[config.mk]
export PLATFORM = sky130hd
export DESIGN_NAME = fpadd_arbiter
export DESIGN_NICKNAME = d
export VERILOG_FILES = /design/src/rtl/fpadd_arbiter.sv
export SDC_FILE = /design/constraint.sdc
export NUM_CORES = 1
export LEC_CHECK = 0
export CORE_MARGIN = 2
export CORE_UTILIZATION = 43
export DETAILED_ROUTE_END_ITERATION = 10
export PLACE_DENSITY = 0.86
export SYNTH_ARGS = -nofsm -noshare
export SYNTH_HDL_FRONTEND = slang
export SYNTH_SLANG_ARGS = --single-unit
[constraint.sdc]
create_clock -name clk -period 4.8 [get_ports clk]
set_input_delay 0.48 -clock clk [delete_from_list [all_inputs] [get_ports clk]]
set_output_delay 0.48 -clock clk [all_outputs]
set_load 0.005 [all_outputs]
[src/rtl/fpadd_arbiter.sv]
// Two-port arbiter sharing one pipelined FP adder with run/stall sequencing and stall timeout.
// Optional FPARB_ROUND_ROBIN_EN: alternate grants on contention (else port 0 has priority).
module fpadd_arbiter #(
    parameter int TIMEOUT = 15
) (
    input  logic        clk,
    input  logic        rst,
    input  logic        req0,
    input  logic        req1,
    input  logic        u0,
    input  logic        u1,
    input  logic        v0,
    input  logic        v1,
    input  logic [31:0] x0,
    input  logic [31:0] x1,
    input  logic [31:0] y0,
    input  logic [31:0] y1,
    output logic        done0,
    output logic        done1,
    output logic        err,
    output logic [31:0] z,
    output logic        busy,
    output logic        fa_run,
    output logic        fa_u,
    output logic        fa_v,
    output logic [31:0] fa_x,
    output logic [31:0] fa_y,
    input  logic        fa_stall,
    input  logic [31:0] fa_z
);

    typedef enum logic [1:0] {IDLE, RUN, DONE} state_t;

    localparam logic [7:0] TO8 = 8'(TIMEOUT);

    state_t      state, state_n;
    logic        gnt, gnt_n;
    logic        lat;
    logic        cap_ok;
    logic        cap_to;
    logic        err_q;
    logic        other;
    logic        pick;
    logic [7:0]  cnt;
    logic [7:0]  cnt_inc;

    assign cnt_inc = cnt + 8'd1;

`ifdef FPARB_ROUND_ROBIN_EN
    logic last;

    assign pick = (req0 && req1) ? ~last : ~req0;

    always_ff @(posedge clk or posedge rst) begin
        if (rst) begin
            last <= 1'b1;
        end else if (lat) begin
            last <= gnt_n;
        end
    end
`else
    assign pick = ~req0;
`endif

    assign other = gnt ? req0 : req1;

    always_comb begin
        state_n = state;
        gnt_n   = gnt;
        lat     = 1'b0;
        cap_ok  = 1'b0;
        cap_to  = 1'b0;
        unique case (state)
            IDLE: begin
                if (req0 || req1) begin
                    lat     = 1'b1;
                    gnt_n   = pick;
                    state_n = RUN;
                end
            end
            RUN: begin
                if (!fa_stall) begin
                    cap_ok  = 1'b1;
                    state_n = DONE;
                end else if (cnt_inc == TO8) begin
                    cap_to  = 1'b1;
                    state_n = DONE;
                end
            end
            DONE: begin
                // The requester just served is ignored; only the other port can chain.
                if (other) begin
                    lat     = 1'b1;
                    gnt_n   = ~gnt;
                    state_n = RUN;
                end else begin
                    state_n = IDLE;
                end
            end
            default: state_n = IDLE;
        endcase
    end

    always_ff @(posedge clk or posedge rst) begin
        if (rst) begin
            state <= IDLE;
            gnt   <= 1'b0;
            cnt   <= 8'd0;
            fa_u  <= 1'b0;
            fa_v  <= 1'b0;
            fa_x  <= 32'd0;
            fa_y  <= 32'd0;
            z     <= 32'd0;
            err_q <= 1'b0;
        end else begin
            state <= state_n;
            gnt   <= gnt_n;
            if (lat) begin
                cnt  <= 8'd0;
                fa_u <= gnt_n ? u1 : u0;
                fa_v <= gnt_n ? v1 : v0;
                fa_x <= gnt_n ? x1 : x0;
                fa_y <= gnt_n ? y1 : y0;
            end else if (state == RUN) begin
                cnt <= cnt_inc;
            end
            if (cap_ok) begin
                z     <= fa_z;
                err_q <= 1'b0;
            end else if (cap_to) begin
                z     <= 32'd0;
                err_q <= 1'b1;
            end
        end
    end

    assign busy   = (state != IDLE);
    assign fa_run = (state == RUN);
    assign done0  = (state == DONE) && !gnt;
    assign done1  = (state == DONE) && gnt;
    assign err    = err_q && (state == DONE);

endmodule

==> key figures <==
Status
  – Status: complete, no violations

CTS
  – CTS Buffer Depth: 2
  – # clock sinks: 110
  – Hold buffers post-CTS: 0
  – CTS Buf Count: 9
  – Postcts setup bufs: 0
  – Gates resized, CTS repair: 0
  – H-tree levels: 3
  – Clock slew at reported path FFs: around 0.060 ns
  – Skew-Pair Late Insertion Delay: 0.34 ns
  – Clock root buffer master: clkbuf_16
  – Clock tree from TritonCTS: built

Timing
  – Worst-Margin Slew: around 1.2 ns
  – Max Freq: slightly below 300 MHz
  – Setup TNS: 0 ns
  – RSZ-0062 raised after global routing: false
  – Max Slew Vio Count: 0
  – Final worst-path cycle share: 0.700
  – Clock Skews: 0.0108 ns
  – Fin crit period: 3.36 ns
  – Final hold vios: 0
  – Slew margin rel.: 0.200
  – # setup viols final: 0

Synthesis
  – FF+latch count, synth: 110
  – Post-synth cell types: 36
  – Syn Nets: ~700
  – Syn Area/Cell: a little under 10 um^2
  – Post-Synthesis Cells: around 540
  – Mapped Area: around 5200 um^2
  – Post-synth EDFFs: 0
  – Seq/Total Area, Yosys: 0.528
  – Post-synth ARST share: 1.00
  – YS warnings: 0
  – Most common flop cell mapped by yosys: dfrtp_1

Worst hold path
  – Hold EP: cnt[5]$_DFFE_PP0P_
  – Hold Crit Start: cnt[5]$_DFFE_PP0P_
  – HP Class: register to register
  – WHS Path Cells: 1

Cells and area
  – Sequential standard cell area: between 2000 and 3000 um^2
  – Ant diodes: 0
  – Commonest non-fill, non-tap cell in the layout: clkdlybuf4s50_1
  – Multi-input logic area: ~2300 um^2
  – Layout net count: 958
  – Fill cell count: roughly 890
  – Layout cell share with drive strength beyond 1: 0.0367
  – Commonest non-fill, non-tap cells in the layout: 271 x clkdlybuf4s50_1, 110 x dfrtp_1, 100 x a21oi_1
  – Layout area overhead: 59.5%
  – Post-Route Utilization: 0.698

Detailed routing
  – 1st-iter DRT viols: 277
  – WL/cell: ~17 um
  – First-pass DRT Iterations: 5
  – Vias: roughly 5.0k
  – Final ANT Viol Nets: 0
  – Drt total wl: around 16000 um
  – Vias per cell: between 5 and 6
  – DRC: 0

Critical path
  – Cells along the critical path: nand2b_1 > buf_4 > inv_1 > clkdlybuf4s50_1
  – Worst EP arrival: around 2.9 ns
  – CP Capture Type: output port
  – Worst r2r path cells: 6
  – Delay-heaviest family, CP: buffers and inverters
  – CP max FO: 44
  – CP startpoint kind: register
  – CP Buf/Inv Count: 3
  – WS Path Type: register to output port
  – CP peak stage delay: roughly 0.90 ns
  – Critical Path RT: 4.32 ns
  – Critical-path top delay cell: inv_1
  – Critical path origin: state[0]$_DFFE_PP0P_
  – Worst R2R Start: state[1]$_DFFE_PP0P_
  – R2r endpoint: z[9]$_DFFE_PP0P_
  – Reg2Reg Setup Slack: ~2.3 ns

Power
  – Leak: 3.64 nW
  – Power density cells: around 590 nW/um^2
  – Peak VDD IR: between 0.3 and 0.4 mV

Floorplan
  – Initial Util: 0.437
  – Std-Cell Rows: 40
  – Top-Level Pins: 272
  – Die Width: approximately 110 um
  – Core Footprint: around 12000 um^2
  – Die Footprint: 13000 um^2
  – Height of the die: 114 um

Global route
  – All-Layer GR Usage: 0.237
  – Pin count of the biggest net entering global routing: between 70 and 80
  – GRT overflow: 0
  – Initial antenna violation count: 0
  – Vias in the first global route: between 4k and 5k
  – First-pass GRT wire length: approximately 24000 um

Placement
  – # port buffers: 271
  – HPWL Detailed: roughly 12000 um
  – GPL Wtd Cong: about 0.84

Run
  – Max-Cap Viols: 0
state kept, by name (all words and copies together), names as in the netlist:
signal and cells:
cnt 8, err_q 1, fa_u 1, fa_v 1, fa_x 32, fa_y 32
gnt 1, state 2, z 32
cell usage after synthesis (2+ instances only):
master | number | area share
a21oi_1 | 100 | 0.096
and3_1 | 34 | 0.041
and3b_1 | 2 | 0.0034
buf_1 | 2 | 0.0014
buf_2 | 16 | 0.015
buf_4 | 3 | 0.0043
clkbuf_1 | 17 | 0.012
clkbuf_2 | 2 | 0.0019
dfrtp_1 | 110 | 0.53
ha_1 | 2 | 0.0048
inv_1 | 6 | 0.0043
mux2i_1 | 67 | 0.13
nand2_1 | 38 | 0.027
nand2b_1 | 3 | 0.0036
nand3_1 | 3 | 0.0029
nand3b_1 | 3 | 0.0043
nand4_1 | 2 | 0.0024
nor2_1 | 72 | 0.052
nor2b_1 | 2 | 0.0024
o21ai_0 | 33 | 0.032
xnor2_1 | 2 | 0.0034
xor2_1 | 3 | 0.0050
logic make-up after synthesis:
group	Yosys count	synth area share
flip-flops	110	0.528
multiplexers	67	0.129
buffers and inverters	47	0.0418
AO/OA/AOI/OAI	140	0.141
adder cells (fa/ha/maj)	2	0.00480
XOR/XNOR	5	0.00841
AND/OR/NAND/NOR	165	0.147
final cells by class:
| type | count | share of cell area |
|---|---|---|
| repair buffers | 281 | 0.337 |
| clock buffers | 11 | 0.0292 |
| well taps | 147 | 0.0221 |
| clock inverters | 4 | 0.00572 |
| multi-input cells | 379 | 0.272 |
| inverters | 6 | 0.00301 |
| flip-flops and latches | 110 | 0.331 |
report_power, final:
group	switching, W	internal, W
Clock	0.000313	0.000414
Combinational	0.00110	0.00138
Sequential	0.000305	0.00137
metal layers:
metal	wire, um	vias to the layer above	track usage
met2	8410	214	0.418
met5	0	-	0
li1	-	2352	-
met3	1180	42	0.0471
met4	553	0	0.107
met1	5960	2400	0.280
worst max path at each step:
stage / slack (ns) / cells after the start / endpoint
CTS: 1.47 / 4 / fa_run
floorplan: 1.42 / 1 / cnt[0]$_DFFE_PP0P_
global placement: 1.82 / 4 / fa_run
finish: 1.44 / 4 / fa_run
global route: 1.27 / 4 / fa_run
detailed placement: 1.83 / 6 / fa_y[5]$_DFFE_PP0P_
stage by stage:
step	hold WS [ns]	worst slack (ns)	std cells	area (um^2)	power [W]
after floorplan	0.464	1.42	536	5210	0.00286
after global placement	0.490	1.82	923	8020	0.00407
after detailed placement	0.507	1.83	923	8020	0.00418
after CTS	0.518	1.47	938	8310	0.00492
after global routing	0.538	1.27	938	8310	0.00521
final	0.521	1.44	938	8310	0.00489
Power figures use the tool's default switching activity.
